`config.mk`:
```
export PLATFORM = sky130hd
export DESIGN_NAME = cr_huf_comp_sym_coalesce
export DESIGN_NICKNAME = d
export VERILOG_FILES = /design/src/rtl/cr_huf_comp_sym_coalesce.sv
export SDC_FILE = /design/constraint.sdc
export NUM_CORES = 1
export LEC_CHECK = 0
export BUFFER_PORTS_ARGS = -buffer_cell sky130_fd_sc_hd__buf_2
export CAP_MARGIN = 0
export CORE_AREA = 2 2 404 406
export DETAILED_ROUTE_END_ITERATION = 8
export DIE_AREA = 0 0 406 408
export PLACE_DENSITY_LB_ADDON = 0.25
export RECOVER_POWER = 100
export SETUP_SLACK_MARGIN = 0.3
export SLEW_MARGIN = 20
export SYNTH_ARGS = -nofsm -noshare
export SYNTH_HDL_FRONTEND = slang
export SYNTH_SLANG_ARGS = --single-unit
```
`constraint.sdc`:
```
create_clock -name clk -period 5 [get_ports clk]
set_input_delay 1 -clock clk [delete_from_list [all_inputs] [get_ports clk]]
set_output_delay 1 -clock clk [all_outputs]
set_load 0.02 [all_outputs]
```
`src/rtl/cr_huf_comp_sym_coalesce.sv`:
```
// N-lane short-symbol coalescer: merges duplicate symbols of one beat into
// unique-symbol/count slots, stages them one cycle, then buffers them in a show-ahead flop FIFO.
module cr_huf_comp_sym_coalesce #(
   parameter  int LANES      = 4,
   parameter  int SYM_W      = 10,
   parameter  int DEPTH      = 16,
   parameter  int RDY_MARGIN = 4,
   localparam int CNT_W      = $clog2(LANES + 1),
   localparam int USED_W     = $clog2(DEPTH + 1),
   localparam int ADDR_W     = $clog2(DEPTH)
) (
   input  logic                     clk,
   input  logic                     rst_n,
   input  logic                     merge_en,
   input  logic                     in_wr,
   input  logic [LANES-1:0]         in_vld,
   input  logic [LANES*SYM_W-1:0]   in_sym,
   input  logic [3:0]               in_seq_id,
   input  logic [1:0]               in_eob,
   output logic                     in_rdy,
   output logic                     out_vld,
   output logic [LANES*SYM_W-1:0]   out_sym,
   output logic [LANES*CNT_W-1:0]   out_cnt,
   output logic [3:0]               out_seq_id,
   output logic [1:0]               out_eob,
   input  logic                     out_rd,
   output logic [USED_W-1:0]        used_slots,
   output logic                     overflow,
   output logic                     underflow
);

   logic [LANES*SYM_W-1:0] w_pack_sym;
   logic [LANES*CNT_W-1:0] w_pack_cnt;

   // Slots fill in first-occurrence order; a lane either bumps an earlier slot or opens the next one.
   always_comb begin : coalesce
      logic [SYM_W-1:0] slot_sym [LANES];
      logic [CNT_W-1:0] slot_cnt [LANES];
      logic [SYM_W-1:0] lane_sym;
      logic             hit;
      int               n_used;
      n_used   = 0;
      hit      = 1'b0;
      lane_sym = '0;
      for (int k = 0; k < LANES; k++) begin
         slot_sym[k] = '0;
         slot_cnt[k] = '0;
      end
      for (int i = 0; i < LANES; i++) begin
         lane_sym = in_sym[i*SYM_W +: SYM_W];
         hit      = 1'b0;
         if (in_vld[i]) begin
            for (int k = 0; k < LANES; k++) begin
               if (merge_en && !hit && (k < n_used) && (slot_sym[k] == lane_sym)) begin
                  slot_cnt[k] = slot_cnt[k] + CNT_W'(1);
                  hit         = 1'b1;
               end
            end
            if (!hit) begin
               for (int k = 0; k < LANES; k++) begin
                  if (k == n_used) begin
                     slot_sym[k] = lane_sym;
                     slot_cnt[k] = CNT_W'(1);
                  end
               end
               n_used = n_used + 1;
            end
         end
      end
      w_pack_sym = '0;
      w_pack_cnt = '0;
      for (int k = 0; k < LANES; k++) begin
         w_pack_sym[k*SYM_W +: SYM_W] = slot_sym[k];
         w_pack_cnt[k*CNT_W +: CNT_W] = slot_cnt[k];
      end
   end

   logic                   r_stg_vld;
   logic [LANES*SYM_W-1:0] r_stg_sym;
   logic [LANES*CNT_W-1:0] r_stg_cnt;
   logic [3:0]             r_stg_seq;
   logic [1:0]             r_stg_eob;

   always_ff @(posedge clk or negedge rst_n) begin
      if (!rst_n) begin
         r_stg_vld <= 1'b0;
         r_stg_sym <= '0;
         r_stg_cnt <= '0;
         r_stg_seq <= '0;
         r_stg_eob <= '0;
      end else begin
         r_stg_vld <= in_wr;
         if (in_wr) begin
            r_stg_sym <= w_pack_sym;
            r_stg_cnt <= w_pack_cnt;
            r_stg_seq <= in_seq_id;
            r_stg_eob <= in_eob;
         end
      end
   end

   logic [LANES*SYM_W-1:0] r_mem_sym [DEPTH];
   logic [LANES*CNT_W-1:0] r_mem_cnt [DEPTH];
   logic [3:0]             r_mem_seq [DEPTH];
   logic [1:0]             r_mem_eob [DEPTH];
   logic [ADDR_W-1:0]      r_wptr;
   logic [ADDR_W-1:0]      r_rptr;
   logic [USED_W-1:0]      r_used;
   logic                   r_ovf;
   logic                   r_udf;

   logic w_not_empty;
   logic w_full;
   logic w_pop;
   logic w_push;

   assign w_not_empty = (r_used != '0);
   assign w_full      = (r_used == USED_W'(DEPTH));
   assign w_pop       = out_rd && w_not_empty;
   // When full, the slot being popped this cycle is the one the push overwrites.
   assign w_push      = r_stg_vld && (!w_full || w_pop);

   always_ff @(posedge clk) begin
      if (w_push) begin
         r_mem_sym[r_wptr] <= r_stg_sym;
         r_mem_cnt[r_wptr] <= r_stg_cnt;
         r_mem_seq[r_wptr] <= r_stg_seq;
         r_mem_eob[r_wptr] <= r_stg_eob;
      end
   end

   always_ff @(posedge clk or negedge rst_n) begin
      if (!rst_n) begin
         r_wptr <= '0;
         r_rptr <= '0;
         r_used <= '0;
         r_ovf  <= 1'b0;
         r_udf  <= 1'b0;
      end else begin
         if (w_push) r_wptr <= r_wptr + ADDR_W'(1);
         if (w_pop)  r_rptr <= r_rptr + ADDR_W'(1);
         if (w_push && !w_pop)      r_used <= r_used + USED_W'(1);
         else if (!w_push && w_pop) r_used <= r_used - USED_W'(1);
         if (r_stg_vld && w_full && !w_pop) r_ovf <= 1'b1;
         if (out_rd && !w_not_empty)        r_udf <= 1'b1;
      end
   end

   assign in_rdy     = (DEPTH - int'(r_used)) > RDY_MARGIN;
   assign out_vld    = w_not_empty;
   assign out_sym    = w_not_empty ? r_mem_sym[r_rptr] : '0;
   assign out_cnt    = w_not_empty ? r_mem_cnt[r_rptr] : '0;
   assign out_seq_id = w_not_empty ? r_mem_seq[r_rptr] : '0;
   assign out_eob    = w_not_empty ? r_mem_eob[r_rptr] : '0;
   assign used_slots = r_used;
   assign overflow   = r_ovf;
   assign underflow  = r_udf;

endmodule

```
==> metrics.md <==
| Metric | Value |
|---|---|
| Outcome | `finished, final reports clean` |
| Grt peak-use layer | `met2` |
| Met3 track demand over resource | `0.0166` |
| Reg power frac | `0.413` |
| CP Class | `reg -> out` |
| Slew headroom | `0.0659` |
| Port buffer count | `119` |
| TritonCTS clock tree | `done` |
| Routed wire per std cell | `25.0 um` |
| Switching share of power | `0.317` |
| EDFF count, synth | `896` |
| Final setup vio count | `0` |
| H-tree levels | `3` |
| Die Width | `406 um` |
| Starting Density | `0.248` |
| Die height | `408 um` |
| Int Power | `between 15000 and 20000 uW` |
| CTS resizes | `0` |
| Crit path time final | `approximately 4.6 ns` |
| Global-route wire length before repair | `160000 um` |
| Ys Warns | `0` |
| Die area | `between 150000 and 200000 sq um` |
| Clock power share | `0.283` |
| Main synth FF type | `edfxtp_1` |
| Setup TNS | `0 ns` |
| TritonRoute pass-1 iters | `5` |
| Met2 Use GR | `0.221` |
| Async S/R FF share, synth | `0.0744` |
| Setup repair after global routing missed its margin | `false` |
| RePlAce Congestion | `approximately 0.87` |
| Post-route ant nets | `0` |
| CP Capture Type | `primary output` |
| Boundary pin count | `~120` |
| Hold Slack | `approximately 0.47 ns` |
| DR iter-0 viols | `1712` |
| Worst-margin pin slew | `~1.4 ns` |
| Root Buffer | `clkbuf_16` |
| F_max | `217 MHz` |
| Number of vias in the routed layout | `20.5k` |
| Pwr dens | `~540 nW/um^2` |
| Synth top area share | `0.672` |
| Sequential cell area fraction in the yosys report | `0.717` |
| Max-cap violation count | `0` |
| Synth Instances | `2048` |
| DP HPWL | `68000 um` |
| Total wire length | `112000 um` |
| GR Util met1 | `0.186` |
| Core outline area | `162000 sq um` |
| Post-CTS setup buffers | `0` |
| Post-synth top cells | `edfxtp_1, mux4_2, clkbuf_1` |
| Mapped Area | `40000 sq um` |
| Count leader, synth | `edfxtp_1` |
| Post-CTS Hold Fix Bufs | `0` |
| Comb pwr share | `0.304` |
| Total gr overflow | `0` |
| Clk_skew | `0.0390 ns` |
| Total GRT Usage | `0.134` |
| Reg clk slew, reported paths | `0.06 ns` |
| Post-synth cell types | `89` |
| Fillers | `15.9k` |
| Via-to-Cell Ratio | `4.59` |
| VDD IR max | `0.261 mV` |
| Layout Nets | `between 2k and 2.5k` |
| Pin count of the biggest net entering global routing | `61` |
| Critical Path RT | `4.00 ns` |
| CTS sink cnt | `between 900 and 1k` |
| Hold Crit Class | `reg -> reg` |
| Syn avg cell area | `19.5 sq um` |
| Area delta synth->final | `16.8%` |
| Synth area leader | `edfxtp_1` |
| CTS Buffer Depth | `3` |
| Initial antenna violation count | `14` |
| Worst EP arrival | `approximately 3.6 ns` |
| Worst skew pair latency | `0.70 ns` |
| Rows | `148` |
| Share of cells above drive strength 1 | `0.276` |
| Top cells by area, synth | `edfxtp_1, mux4_2, dfrtp_1, and2_1, clkbuf_1` |
| DRC errors left | `0` |
| Final hold viol count | `0` |
| Final Max Tran Viols | `0` |
| Crit-path max FO | `21` |
| Seq cells post-synth | `between 900 and 1k` |
| Switching pwr | `8030 uW` |
| Nature of the critical path startpoint | `register` |
| Leak Pwr | `0.0150 uW` |
| CTS Buf Count | `94` |
| Period utilisation layout | `0.920` |
| Vias in the first global route | `21.7k` |
flip-flops by register name, summed over array words and instances (netlist names):
signal      cells
r_stg_seq       4
r_mem_seq      64
r_mem_sym     640
r_rptr          4
r_mem_eob      32
overflow        1
r_stg_cnt      10
used_slots      5
underflow       1
r_wptr          4
r_stg_vld       1
r_stg_sym      40
r_mem_cnt     160
r_stg_eob       2
kinds of logic after synthesis:
| family | after synthesis | synth area share |
|---|---|---|
| buffers and inverters | 164 | 0.0161 |
| multiplexers | 305 | 0.164 |
| flip-flops | 968 | 0.717 |
| other | 1 | 0.0000937 |
| adder cells (fa/ha/maj) | 20 | 0.00644 |
| AO/OA/AOI/OAI | 177 | 0.0338 |
| XOR/XNOR | 61 | 0.0133 |
| AND/OR/NAND/NOR | 352 | 0.0488 |
per-stage QoR:
| stage | util | worst slack (ns) | area, sq um | std cells | power [uW] |
|---|---|---|---|---|---|
| global route | 0.289 | 0.172 | 46700 | 4458 | 26500 |
| CTS | 0.290 | 0.376 | 46900 | 4458 | 26000 |
| finish | 0.289 | 0.400 | 46700 | 4459 | 25300 |
| global placement | 0.271 | 0.238 | 43800 | 4283 | 18700 |
| detailed placement | 0.271 | 0.183 | 43800 | 4283 | 18800 |
| floorplan | - | 0.430 | 40000 | 2049 | 15500 |
placed cells by master, fill, tap and decap left out, drive strengths merged, types with 5 or more instances in the layout:
| master | count |
|---|---|
| o211ai | 7 |
| nor2b | 26 |
| nand4 | 9 |
| and2 | 79 |
| nand3b | 14 |
| o21ai | 37 |
| inv | 41 |
| edfxtp | 896 |
| a31o | 5 |
| or2 | 5 |
| mux2i | 13 |
| dfrtp | 72 |
| nand3 | 34 |
| clkbuf | 176 |
| a31oi | 16 |
| a21oi | 25 |
| o31ai | 9 |
| nor4 | 10 |
| buf | 136 |
| nor3 | 17 |
| mux2 | 12 |
| clkinv | 35 |
| and3 | 8 |
| o221ai | 10 |
| nor4b | 5 |
| o22ai | 5 |
| nand2 | 73 |
| xor2 | 24 |
| mux4 | 280 |
| ha | 19 |
| nor2 | 53 |
| bufinv | 8 |
| a221o | 14 |
| xnor2 | 37 |
| a21o | 7 |
routing by layer:
layer | vias to the layer above | routed length [um]
met5 | - | 70
met3 | 132 | 3990
li1 | 8695 | -
met2 | 518 | 54300
met4 | 10 | 2000
met1 | 11125 | 51200
critical path, cell delays in order (launching register included):
cell and delay [ns]:
dfrtp_4 0.76, buf_12 0.27, clkbuf_2 0.35, mux4_2 0.57, mux4_2 0.54, and2_1 0.19
clkbuf_1 0.17
path summary, 6_finish.rpt:
path                       slack (ns)          start  cells after the start                 to
max in group asynchronous        2.34          rst_n                      2      r_stg_sym[13]
hold / removal                   0.47      underflow                      1          underflow
hold reg to reg                  0.47      underflow                      1          underflow
min in group asynchronous        0.61          rst_n                      1      used_slots[0]
setup / recovery                 0.40      r_rptr[0]                      6        out_sym[34]
setup reg to reg                 0.64  used_slots[0]                      8  r_mem_sym[13][17]
layout make-up:
type,count,area (sq um),share of cell area
sequential,968,28700,0.615
multi-input combinational,917,10700,0.229
tap,2175,2720,0.0582
clock buffer,124,2570,0.0549
timing repair buffer,188,1340,0.0287
clock inverter,51,554,0.0119
inverter,35,131,0.00281
antenna,1,2.50,0.0000535
power groups by stage:
stage | clock (uW) | combinational [uW] | sequential, uW
global route | 7630 | 8290 | 10600
finish | 7160 | 7690 | 10500
global placement | 0 | 8110 | 10600
CTS | 7340 | 8150 | 10500
detailed placement | 0 | 8140 | 10700
floorplan | 0 | 5240 | 10200
(Power assumes the default switching activity.)
